==> config.mk <==
export PLATFORM = sky130hd
export DESIGN_NAME = fetch_stage_flat
export DESIGN_NICKNAME = d
export VERILOG_FILES = /design/src/rtl/fetch_stage_if.sv /design/src/rtl/fetch_stage.sv /design/src/flat_wrapper.sv
export SDC_FILE = /design/constraint.sdc
export NUM_CORES = 1
export LEC_CHECK = 0
export CAP_MARGIN = 10
export CORE_MARGIN = 2
export CORE_UTILIZATION = 50
export CTS_CLUSTER_SIZE = 24
export DETAILED_ROUTE_END_ITERATION = 12
export PLACE_DENSITY = 0.92
export SLEW_MARGIN = 30
export SYNTH_ARGS = -nofsm -noshare
export SYNTH_HDL_FRONTEND = slang
export SYNTH_SLANG_ARGS = --single-unit
==> constraint.sdc <==
create_clock -name Clock -period 6 [get_ports Clock]
set_input_delay 0.9 -clock Clock [delete_from_list [all_inputs] [get_ports Clock]]
set_output_delay 0.9 -clock Clock [all_outputs]
set_load 0.02 [all_outputs]
==> src/rtl/fetch_stage_if.sv <==
// Instruction-memory fetch bus between the fetch stage and instruction memory.
//   imemReq   : fetch request (fetch stage -> memory)
//   imemAddr  : fetch address (fetch stage -> memory)
//   imemData  : instruction word, meaningful when imemValid=1 (memory -> fetch stage)
//   imemValid : imemData belongs to the current imemAddr (memory -> fetch stage)
interface fetch_stage_if;
  logic        imemReq;
  logic [31:0] imemAddr;
  logic [31:0] imemData;
  logic        imemValid;

  modport master (output imemReq, output imemAddr, input imemData, input imemValid);
  modport slave  (input imemReq, input imemAddr, output imemData, output imemValid);
endinterface

==> src/rtl/fetch_stage.sv <==
// Instruction-fetch stage: owns the PC, issues instruction-memory requests and
// loads the IF/ID pipeline register. Handles ID redirects, hazard stalls and a
// variable-latency memory.
//   Clock, reset      : clock (rising edge), asynchronous active-high reset
//   stall             : hold PC and IF/ID this cycle
//   pcSrc             : 00/11 sequential, 01 branch, 10 jump
//   branchAddress     : branch target from ID
//   jumpAddress       : jump target from ID
//   imem              : instruction-memory bus (request side)
//   instruction_1     : IF/ID instruction
//   pcPlus4_1         : IF/ID PC+4 of that instruction
//   ifIdValid         : IF/ID holds a real instruction
//   fetchBusy         : waiting on memory
//   fetchCount        : instructions delivered to IF/ID
module fetch_stage #(
  parameter logic [31:0] RESET_PC = 32'h00000000,
  parameter logic [31:0] NOP      = 32'h00000000
) (
  input  logic                Clock,
  input  logic                reset,
  input  logic                stall,
  input  logic [1:0]          pcSrc,
  input  logic [31:0]         branchAddress,
  input  logic [31:0]         jumpAddress,
  fetch_stage_if.master       imem,
  output logic [31:0]         instruction_1,
  output logic [31:0]         pcPlus4_1,
  output logic                ifIdValid,
  output logic                fetchBusy,
  output logic [31:0]         fetchCount
);

  localparam int unsigned XLEN = 32;

  typedef enum logic [1:0] {S_BOOT, S_RUN, S_WAIT} state_e;

  state_e            state_q, state_d;
  logic [XLEN-1:0]   pc_q, pc_d;
  logic [XLEN-1:0]   instr_q, instr_d;
  logic [XLEN-1:0]   pc_plus4_q, pc_plus4_d;
  logic              valid_q, valid_d;
  logic              busy_q, busy_d;
  logic [XLEN-1:0]   count_q, count_d;
  logic              redirect;
  logic [XLEN-1:0]   target;

  assign redirect = (pcSrc == 2'b01) || (pcSrc == 2'b10);
  // Targets are word-aligned; low two bits are discarded.
  assign target   = ((pcSrc == 2'b01) ? branchAddress : jumpAddress) & ~XLEN'(3);

  // State and pipeline registers.
  always_ff @(posedge Clock or posedge reset) begin
    if (reset) begin
      state_q    <= S_BOOT;
      pc_q       <= RESET_PC;
      instr_q    <= NOP;
      pc_plus4_q <= '0;
      valid_q    <= 1'b0;
      busy_q     <= 1'b0;
      count_q    <= '0;
    end else begin
      state_q    <= state_d;
      pc_q       <= pc_d;
      instr_q    <= instr_d;
      pc_plus4_q <= pc_plus4_d;
      valid_q    <= valid_d;
      busy_q     <= busy_d;
      count_q    <= count_d;
    end
  end

  // Next-state: priority redirect > stall > memory response.
  always_comb begin
    state_d = state_q;
    case (state_q)
      S_BOOT: state_d = S_RUN;
      S_RUN, S_WAIT: begin
        if (redirect)            state_d = S_RUN;
        else if (stall)          state_d = state_q;
        else if (imem.imemValid) state_d = S_RUN;
        else                     state_d = S_WAIT;
      end
      default: state_d = S_BOOT;
    endcase
  end

  // Outputs and datapath next values.
  always_comb begin
    imem.imemReq  = (state_q != S_BOOT);
    imem.imemAddr = pc_q;
    pc_d          = pc_q;
    instr_d       = instr_q;
    pc_plus4_d    = pc_plus4_q;
    valid_d       = valid_q;
    count_d       = count_q;
    busy_d        = (state_d == S_WAIT);
    if (state_q != S_BOOT) begin
      if (redirect) begin
        // A response arriving alongside a redirect belongs to the wrong path.
        pc_d       = target;
        instr_d    = NOP;
        pc_plus4_d = '0;
        valid_d    = 1'b0;
      end else if (!stall) begin
        if (imem.imemValid) begin
          pc_d       = pc_q + XLEN'(4);
          instr_d    = imem.imemData;
          pc_plus4_d = pc_q + XLEN'(4);
          valid_d    = 1'b1;
          count_d    = count_q + XLEN'(1);
        end else begin
          instr_d    = NOP;
          pc_plus4_d = '0;
          valid_d    = 1'b0;
        end
      end
    end
  end

  assign instruction_1 = instr_q;
  assign pcPlus4_1     = pc_plus4_q;
  assign ifIdValid     = valid_q;
  assign fetchBusy     = busy_q;
  assign fetchCount    = count_q;

endmodule

==> src/flat_wrapper.sv <==
// flat-port wrapper written by rule: the top's interface ports become plain ports
module fetch_stage_flat 
#(
  parameter logic [31:0] RESET_PC = 32'h00000000,
  parameter logic [31:0] NOP      = 32'h00000000
)
  (Clock, reset, stall, pcSrc, branchAddress, jumpAddress, instruction_1, pcPlus4_1, ifIdValid, fetchBusy, fetchCount, imem_imemReq, imem_imemAddr, imem_imemData, imem_imemValid);
  fetch_stage_if imem_i ();
  input  logic Clock;
  input  logic reset;
  input  logic stall;
  input  logic [1:0] pcSrc;
  input  logic [31:0] branchAddress;
  input  logic [31:0] jumpAddress;
  output logic [31:0] instruction_1;
  output logic [31:0] pcPlus4_1;
  output logic ifIdValid;
  output logic fetchBusy;
  output logic [31:0] fetchCount;
  output wire logic [$bits(imem_i.imemReq)-1:0] imem_imemReq;
  output wire logic [$bits(imem_i.imemAddr)-1:0] imem_imemAddr;
  input wire logic [$bits(imem_i.imemData)-1:0] imem_imemData;
  input wire logic [$bits(imem_i.imemValid)-1:0] imem_imemValid;
  assign imem_imemReq = imem_i.imemReq;
  assign imem_imemAddr = imem_i.imemAddr;
  assign imem_i.imemData = imem_imemData;
  assign imem_i.imemValid = imem_imemValid;
  fetch_stage #(.RESET_PC(RESET_PC), .NOP(NOP)) u_core (.Clock(Clock), .reset(reset), .stall(stall), .pcSrc(pcSrc), .branchAddress(branchAddress), .jumpAddress(jumpAddress), .imem(imem_i), .instruction_1(instruction_1), .pcPlus4_1(pcPlus4_1), .ifIdValid(ifIdValid), .fetchBusy(fetchBusy), .fetchCount(fetchCount));
endmodule
==> results.tsv, run 1 <==
stage	metric	value	unit
routing	drt-initial-drc-count	995	
logic_synthesis	synth_seq_cells	129	
setup_path	path_common_cell	inv_1	
cells_and_area	antenna_cells	0	
cts	ctsResizeCount	0	
setup_path	max_stage_delay	0.86	ns
cells_and_area	syn2layout_area_growth	44.3	%
logic_synthesis	avgSynthCellArea	9.74	sq um
global_route	grt_pass1_wl	34300	microns
setup_path	path_cells	clkdlybuf4s50_1 -> inv_1 -> ha_1 -> buf_4 -> inv_1 -> nand2_1 -> o22ai_1 -> a311oi_1	
logic_synthesis	ys.flop_type	dfrtp_1	
sta	slew_headroom	0.362	
logic_synthesis	ys_top_cells_by_count	129 x dfrtp_1, 78 x nand2_1, 44 x clkbuf_1	
power_and_ir_drop	p_sw_frac	0.388	
cells_and_area	seq_area	0.00323	sq mm
sta	tns	0	ns
routing	dr.pass1.iters	6	
logic_synthesis	synth.distinct_cells	59	
sta	worst_pin_slew	0.954	ns
setup_path	cpMaxStageDelayCell	nand2_1	
die	start_util	0.512	
logic_synthesis	syn_inst	693	
placed_design	port_buffers	226	
sta	maxSlewViolCount	0	
sta	clock.fmax	279	MHz
cts	h-tree-depth	4	
cts	root_buffer	clkbuf_16	
power_and_ir_drop	peakVddDrop	0.221	mV
global_route	grt_max_degree	82	
setup_path	required	6.32	ns
logic_synthesis	synth_top_area_cell	dfrtp_1	
cts	post_cts_buffers	0	
cells_and_area	nNetsFinal	1000	
sta	clock_skew	0.00906	ns
cts	cts.path.max_buffers	2	
routing	drt-wirelength-per-cell	19.9	microns
routing	route.detailed.drc	0	
power_and_ir_drop	p_seq_frac	0.343	
routing	viasPerCell	6.23	
setup_path	cp_max_fo	35	
global_route	antenna_found_initial	0	
cells_and_area	drive_above_1_share	0.0938	
power_and_ir_drop	post-layout-total-power	0.00401	W
flow_run	drv_cap	0	
power_and_ir_drop	power_leakage	3.93	nW
setup_path	end_kind	flip-flop	
cells_and_area	fill_cells	923	
cts	path_clk_slew	0.06	ns
setup_path	setup.worst_path.class	input pin to flip-flop	
sta	fin_crit	3.59	ns
power_and_ir_drop	power_frac_comb	0.378	
setup_path	r2r-start	u_core.state_q[0]$_DFF_PP0_	
sta	rsz0062_at_grt	false	
die	rows	42	
cts	cts_hold_buf	0	
outcome	run_status	finished clean	
logic_synthesis	yosysWarnings	0	
global_route	grt_usage	0.303	
placed_design	dpl.hpwl	14800	microns
die	ioPinCount	233	
logic_synthesis	yosys.area.top_type_share	0.478	
logic_synthesis	synth_seq_area_share	0.478	
power_and_ir_drop	power.internal	0.00245	W
cts	clkSinkCount	129	
die	die_y	120	microns
die	dieArea	0.0144	sq mm
setup_path	start_kind	input pin	
cts	cts_tree	yes	
routing	wl	21500	microns
die	die_w	120	microns
cts	insertion_delay	0.43	ns
global_route	globalRouteOverflowTotal	0	
logic_synthesis	yosys-top-cells-area	dfrtp_1 48%, xnor2_1 4.5%, nand2_1 4.3%	
min_path	hp-start	u_core.fetchCount[31]$_DFFE_PP0P_	
logic_synthesis	synth-edff-count	0	
setup_path	crit_start	pcSrc[1]	
power_and_ir_drop	clock_power_share	0.279	
sta	hold_viol_final	0	
placed_design	gp_congestion	0.916	
power_and_ir_drop	power.density	412	mW/mm^2
routing	vias	6746	
cells_and_area	multi_input_area	0.00325	sq mm
sta	final-setup-viol-count	0	
logic_synthesis	synth_area	0.00675	sq mm
global_route	grt_pass1_vias	6534	
die	fp.coreArea	0.0132	sq mm
sta	finalCritPeriodShare	0.598	
logic_synthesis	post-synth-top-count-cell	dfrtp_1	
min_path	hp-class	flip-flop to flip-flop	
setup_path	arrival	3.90	ns
logic_synthesis	async_flop_share	1.00	
cts	numCtsBuffers	17	
routing	ant_nets	0	
power_and_ir_drop	p_sw	0.00155	W
-- per-stage QoR --
| stage | utilization | hold WS [ns] | instances | setup slack, ns | instance area, sq um |
|---|---|---|---|---|---|
| after floorplan | - | 0.555 | 694 | 1.66 | 6750 |
| after global routing | 0.738 | 0.477 | 1082 | 2.32 | 9740 |
| after CTS | 0.738 | 0.475 | 1082 | 2.54 | 9740 |
| after detailed placement | 0.691 | 0.465 | 1050 | 2.11 | 9110 |
| final | 0.738 | 0.468 | 1082 | 2.41 | 9740 |
| after global placement | 0.690 | 0.459 | 1050 | 2.16 | 9110 |
-- sequential cells by signal, indices dropped and copies added, names as in the netlist --
name and cells:
u_core.fetchBusy 1, u_core.fetchCount 32, u_core.ifIdValid 1, u_core.imem.imemAddr 30
u_core.instruction_1 32, u_core.pcPlus4_1 31, u_core.state_q 2
-- routing by layer --
layer / vias up / part of all wire / GRT usage
met5: - / 0 / 0
met4: 0 / 0.037 / 0.136
met2: 450 / 0.49 / 0.490
li1: 2964 / - / -
met1: 3253 / 0.38 / 0.391
met3: 79 / 0.093 / 0.0698
-- worst max-delay path, delay by kind of cell --
kind	cells	cell delay (ns)
buffers and inverters	4	1.33
AND/OR/NAND/NOR	1	0.86
AO/OA/AOI/OAI	2	0.53
adder cells (fa/ha/maj)	1	0.26
-- cells by family (layout without fill, tap and decap cells) --
logic type,count (synthesis),after routing,share of synthesized area
xor+xnor,44,44,0.0571
flops,129,129,0.478
fa+ha+maj,5,5,0.00927
mux,34,34,0.0551
compound gates,151,151,0.159
simple gates,256,256,0.197
buf+inv,73,285,0.0439
other cells,1,2,0.000556
-- power by group through the flow --
stage	clock network (W)	registers [W]	logic [W]
floorplan	0	0.00150	0.000665
global placement	0	0.00135	0.00146
detailed placement	0	0.00137	0.00149
CTS	0.00113	0.00136	0.00151
global route	0.00117	0.00140	0.00161
finish	0.00112	0.00137	0.00151
-- worst paths after layout --
path	depth (start not counted)	endpoint	slack [ns]
worst min-delay path	1	u_core.fetchCount[31]$_DFFE_PP0P_	0.47
worst max register to register	6	u_core.fetchCount[25]$_DFFE_PP0P_	3.36
max in group asynchronous	3	u_core.pcPlus4_1[29]$_DFFE_PP0P_	3.86
worst max-delay path	8	u_core.imem.imemAddr[13]$_DFFE_PP0P_	2.41
worst min register to register	1	u_core.fetchCount[31]$_DFFE_PP0P_	0.47
min in group asynchronous	2	u_core.fetchCount[27]$_DFFE_PP0P_	0.96
-- cell type report --
class                   count  area share
inverters                  16     0.00668
well taps                 176      0.0226
repair buffers            237       0.241
multi-input cells         492       0.334
flip-flops and latches    129       0.331
clock buffers              18      0.0441
clock inverters            14      0.0208
-- placed cells by master (no fill, tap or decap), types with 19 or more instances in the layout --
cell type,instances
a22o_1,25
nand2_1,77
nor3_1,34
o21ai_0,30
o22ai_1,22
clkdlybuf4s50_1,226
nand3_1,33
mux2_2,25
xnor2_1,35
dfrtp_1,129
nor2_1,25
nand4_1,19
Power figures use the tool's default switching activity.
==> run 2, diff against run 1 <==
- CORE_UTILIZATION: 50 -> 46
- PLACE_DENSITY: 0.92 -> 0.86
- clock period: 6 -> 3.7 ns (I/O delays scaled with it)
==> run 2 against run 1 <==
  * Design area up 0.55%
  * Clock skew up 0.0038 ns
  * Clock power up 53%
  * Sequential power up 63%
  * Die area up 8.4%
  * Critical path type is now flip-flop to output pin
  * Critical endpoint is now imem_imemReq
  * Largest power group unchanged
==> results.tsv, run 2 (synthesized netlist as in run 1, its figures left out) <==
stage	metric	value	unit
cts	clkSinkCount	129	
routing	dr.pass1.iters	5	
sta	tns	0	ns
routing	drt-initial-drc-count	711	
power_and_ir_drop	p_sw	0.00246	W
sta	worst_pin_slew	0.919	ns
routing	wl	21100	microns
global_route	grt_pass1_wl	34400	microns
cts	cts_tree	yes	
setup_path	required	3.14	ns
cts	h-tree-depth	4	
power_and_ir_drop	power_leakage	3.96	nW
cells_and_area	nNetsFinal	1006	
outcome	run_status	finished clean	
die	die_y	125	microns
sta	maxSlewViolCount	0	
setup_path	setup.worst_path.class	flip-flop to output pin	
power_and_ir_drop	power.density	654	mW/mm^2
sta	rsz0062_at_grt	false	
die	fp.coreArea	0.0144	sq mm
die	ioPinCount	233	
cells_and_area	antenna_cells	0	
min_path	whs_path_depth	2	
setup_path	start_kind	flip-flop	
power_and_ir_drop	clock_power_share	0.268	
setup_path	worst_r2r_path_depth	4	
sta	clock.fmax	351	MHz
cts	insertion_delay	0.43	ns
cts	cts_hold_buf	0	
placed_design	port_buffers	226	
setup_path	end_kind	output pin	
die	rows	44	
routing	drt-wirelength-per-cell	19.3	microns
routing	vias	6521	
routing	ant_nets	0	
sta	finalCritPeriodShare	0.771	
power_and_ir_drop	peakVddDrop	0.419	mV
cells_and_area	drive_above_1_share	0.102	
die	start_util	0.468	
cts	cts.path.max_buffers	2	
global_route	antenna_found_initial	0	
cells_and_area	stdcell_area	0.00979	sq mm
placed_design	gp_congestion	0.898	
placed_design	dpl.hpwl	14600	microns
cells_and_area	final_cell_mix	226 x clkdlybuf4s50_1, 129 x dfrtp_1, 77 x nand2_1	
placed_design	dpl.cell_count	1064	
setup_path	cp_max_fo	10	
placed_design	postPlaceCellArea	0.00918	sq mm
cells_and_area	final_common_cell	clkdlybuf4s50_1	
power_and_ir_drop	power_frac_comb	0.385	
routing	route.detailed.drc	0	
power_and_ir_drop	p_seq_frac	0.348	
sta	final-setup-viol-count	0	
global_route	globalRouteOverflowTotal	0	
die	dieArea	0.0157	sq mm
global_route	grt_usage	0.274	
cells_and_area	syn2layout_area_growth	45.1	%
cells_and_area	finalNonFillerCells	1096	
global_route	grt_pass1_vias	6436	
min_path	hp-class	flip-flop to flip-flop	
flow_run	drv_cap	0	
cts	path_clk_slew	0.06	ns
sta	fin_crit	2.85	ns
power_and_ir_drop	power.internal	0.00394	W
routing	viasPerCell	5.95	
cts	root_buffer	clkbuf_16	
power_and_ir_drop	post-layout-total-power	0.00640	W
setup_path	arrival	2.30	ns
cells_and_area	fill_cells	1091	
cts	numCtsBuffers	17	
cts	ctsResizeCount	0	
sta	hold_viol_final	0	
sta	slew_headroom	0.382	
global_route	grt_max_degree	130	
sta	clock_skew	0.0129	ns
power_and_ir_drop	p_sw_frac	0.385	
cts	post_cts_buffers	0	
die	die_w	125	microns
[run 2: worst max-delay path, cell delays in order (launching register included)]
cell,delay (ns)
dfrtp_1,0.39
inv_1,0.09
ha_1,0.54
inv_2,0.24
clkdlybuf4s50_1,0.62
[run 2: area by class of cell]
type | instances | area, sq um | share of cell area
clock buffers | 18 | 439 | 0.0448
clock inverters | 14 | 165 | 0.0169
inverters | 16 | 63.8 | 0.00652
multi-input cells | 492 | 3270 | 0.333
well taps | 184 | 230 | 0.0235
repair buffers | 243 | 2400 | 0.245
flip-flops and latches | 129 | 3230 | 0.330
[run 2: stage by stage]
step | worst slack (ns) | hold WS (ns) | utilization
after floorplan | 1.40 | 0.555 | -
after global placement | 0.832 | 0.460 | 0.637
after detailed placement | 0.823 | 0.470 | 0.637
after CTS | 0.866 | 0.481 | 0.678
after global routing | 0.724 | 0.499 | 0.679
final | 0.848 | 0.473 | 0.679
[run 2: worst paths after layout]
path                                                     start                              endpoint  slack (ns)
setup / recovery                   u_core.state_q[1]$_DFF_PP0_                          imem_imemReq        0.85
hold / removal                u_core.pcPlus4_1[17]$_DFFE_PP0P_      u_core.pcPlus4_1[17]$_DFFE_PP0P_        0.47
setup reg to reg           u_core.imem.imemAddr[5]$_DFFE_PP0P_      u_core.pcPlus4_1[28]$_DFFE_PP0P_        1.21
hold reg to reg               u_core.pcPlus4_1[17]$_DFFE_PP0P_      u_core.pcPlus4_1[17]$_DFFE_PP0P_        0.47
max in group asynchronous                                reset  u_core.imem.imemAddr[10]$_DFFE_PP0P_        2.49
min in group asynchronous                                reset  u_core.instruction_1[25]$_DFFE_PP0P_        0.68
[run 2: power groups by stage]
stage / logic (W) / clock network [W] / registers (W)
global placement: 0.00241 / 0 / 0.00221
detailed placement: 0.00245 / 0 / 0.00223
finish: 0.00246 / 0.00171 / 0.00223
floorplan: 0.00108 / 0 / 0.00243
global route: 0.00263 / 0.00179 / 0.00229
CTS: 0.00246 / 0.00173 / 0.00221
[run 2: routing by layer]
metal	up-vias	share of wire	wire, microns	GRT usage
met1	3159	0.42	8880	0.371
li1	2974	-	-	-
met3	59	0.070	1490	0.0569
met5	-	0	0	0
met4	0	0.027	574	0.107
met2	329	0.48	10200	0.436
==> run 3, diff against run 2 <==
- CORE_UTILIZATION: 46 -> 42
- PLACE_DENSITY: 0.86 -> 0.83
- clock period: 3.7 -> 2.4 ns (I/O delays scaled with it)
==> run 3 against run 2 <==
  * Critical path depth unchanged
  * Largest power group unchanged
  * Non-clock buffer count up 45
  * Global-route usage down 2.0 points
  * Largest cell class unchanged
  * Count of clock-buffer cells in the layout up 4
  * Routed wire length up 1.8%
  * Core utilization down 3.2 points
  * Flip-flop and latch count unchanged
  * Setup slack worse by 0.75 ns
  * Design area up 4.2%
  * Power up 57%
  * Clock skew down 0.0037 ns
  * Cell count up 7.0%
==> results.tsv, run 3 (synthesized netlist as in run 1, its figures left out) <==
stage	metric	value	unit
setup_path	start_kind	flip-flop	
cts	post_cts_buffers	0	
setup_path	cp_max_fo	6	
die	ioPinCount	233	
routing	route.detailed.drc	0	
outcome	run_status	finished clean	
routing	vias	6663	
routing	drt-wirelength-per-cell	18.3	microns
sta	worst_pin_slew	0.735	ns
sta	rsz0062_at_grt	false	
setup_path	end_kind	output pin	
cts	root_buffer	clkbuf_16	
cells_and_area	final_cell_mix	226 x clkdlybuf4s50_1, 129 x dfrtp_1, 77 x nand2_1	
cts	cts_hold_buf	0	
flow_run	drv_cap	0	
sta	finalCritPeriodShare	0.958	
sta	maxSlewViolCount	0	
setup_path	max_stage_delay	0.66	ns
global_route	antenna_found_initial	0	
placed_design	gp_congestion	0.877	
cts	insertion_delay	0.42	ns
die	rows	46	
sta	clock.fmax	435	MHz
cts	ctsResizeCount	0	
cells_and_area	antenna_cells	0	
sta	hold_viol_final	0	
global_route	grt_max_degree	130	
placed_design	port_buffers	226	
cts	numCtsBuffers	17	
placed_design	dpl.hpwl	15400	microns
cts	h-tree-depth	4	
sta	slew_headroom	0.510	
sta	final-setup-viol-count	0	
cts	clkSinkCount	129	
setup_path	arrival	1.94	ns
sta	tns	0	ns
die	fp.coreArea	0.0158	sq mm
cts	cts.path.max_buffers	2	
setup_path	required	2.04	ns
routing	dr.pass1.iters	5	
cells_and_area	fin_util	0.647	
routing	viasPerCell	5.68	
power_and_ir_drop	peakVddDrop	0.578	mV
sta	hold_slack	0.469	ns
routing	ant_nets	0	
setup_path	crit_family	buffers and inverters	
global_route	grt_usage	0.254	
cells_and_area	syn2layout_area_growth	51.1	%
sta	fin_crit	2.30	ns
global_route	globalRouteOverflowTotal	0	
routing	drt-initial-drc-count	650	
global_route	grt_pass1_wl	33700	microns
die	start_util	0.428	
cells_and_area	nNetsFinal	1051	
setup_path	path_cells	inv_1 -> ha_1 -> inv_2 -> clkdlybuf4s50_1	
die	dieArea	0.0171	sq mm
die	die_y	131	microns
setup_path	path_buf_inv	3	
cts	path_clk_slew	0.06	ns
global_route	grt_pass1_vias	6519	
power_and_ir_drop	power_leakage	4.19	nW
cells_and_area	final_common_cell	clkdlybuf4s50_1	
cts	cts_tree	yes	
routing	wl	21500	microns
sta	clock_skew	0.00921	ns
min_path	hp-class	input pin to async pin	
cells_and_area	drive_above_1_share	0.143	
power_and_ir_drop	power.density	988	mW/mm^2
die	die_w	131	microns
setup_path	setup.worst_path.class	flip-flop to output pin	
setup_path	cpMaxStageDelayCell	clkdlybuf4s50_1	
==> run 3: power breakdown <==
part	total [W]	internal, W	switching [W]
clock network	0.00246	0.00152	0.000939
registers	0.00333	0.00268	0.000643
logic	0.00429	0.00201	0.00228
total	0.0101	0.00622	0.00386
==> run 3: cell type report <==
class / count / area, sq um
Timing Repair Buffer: 288 / 2820
Clock buffer: 22 / 484
Multi-Input combinational cell: 492 / 3260
Fill cell: 1307 / 5570
Inverter: 16 / 63.8
Sequential cell: 129 / 3230
Clock inverter: 10 / 83.8
Tap cell: 216 / 270
==> run 3: through the flow <==
stage / total power, W / setup WS [ns] / instance area (sq um) / std cells
after detailed placement: 0.00757 / -0.114 / 9630 / 1141
after global routing: 0.0105 / 0.0339 / 10200 / 1173
final: 0.0101 / 0.101 / 10200 / 1173
after global placement: 0.00748 / 0.00130 / 9630 / 1141
after floorplan: 0.00541 / 0.189 / 6760 / 694
after CTS: 0.0101 / 0.0975 / 10200 / 1173
==> run 3: path summary, 6_finish.rpt <==
check | to | from | cells after the start | slack (ns)
min in group Clock | u_core.fetchCount[31]$_DFFE_PP0P_ | u_core.fetchCount[31]$_DFFE_PP0P_ | 1 | 0.47
worst max register to register | u_core.imem.imemAddr[23]$_DFFE_PP0P_ | u_core.state_q[0]$_DFF_PP0_ | 8 | 0.26
worst max-delay path | imem_imemReq | u_core.state_q[0]$_DFF_PP0_ | 4 | 0.10
max in group asynchronous | u_core.instruction_1[19]$_DFFE_PP0P_ | reset | 3 | 1.35
worst min-delay path | u_core.pcPlus4_1[14]$_DFFE_PP0P_ | reset | 3 | 0.47
worst min register to register | u_core.fetchCount[31]$_DFFE_PP0P_ | u_core.fetchCount[31]$_DFFE_PP0P_ | 1 | 0.47
==> run 3: worst min-delay path, cell delays in order <==
cell and delay (ns):
clkdlybuf4s50_1 0.44, clkinvlp_4 0.10, buf_12 0.46
==> run 3: metal layers <==
| metal | part of all wire | vias to the layer above | track usage |
|---|---|---|---|
| li1 | - | 3067 | - |
| met1 | 0.41 | 3198 | 0.339 |
| met2 | 0.48 | 353 | 0.401 |
| met3 | 0.091 | 45 | 0.0590 |
| met4 | 0.022 | 0 | 0.106 |
| met5 | 0 | - | 0 |
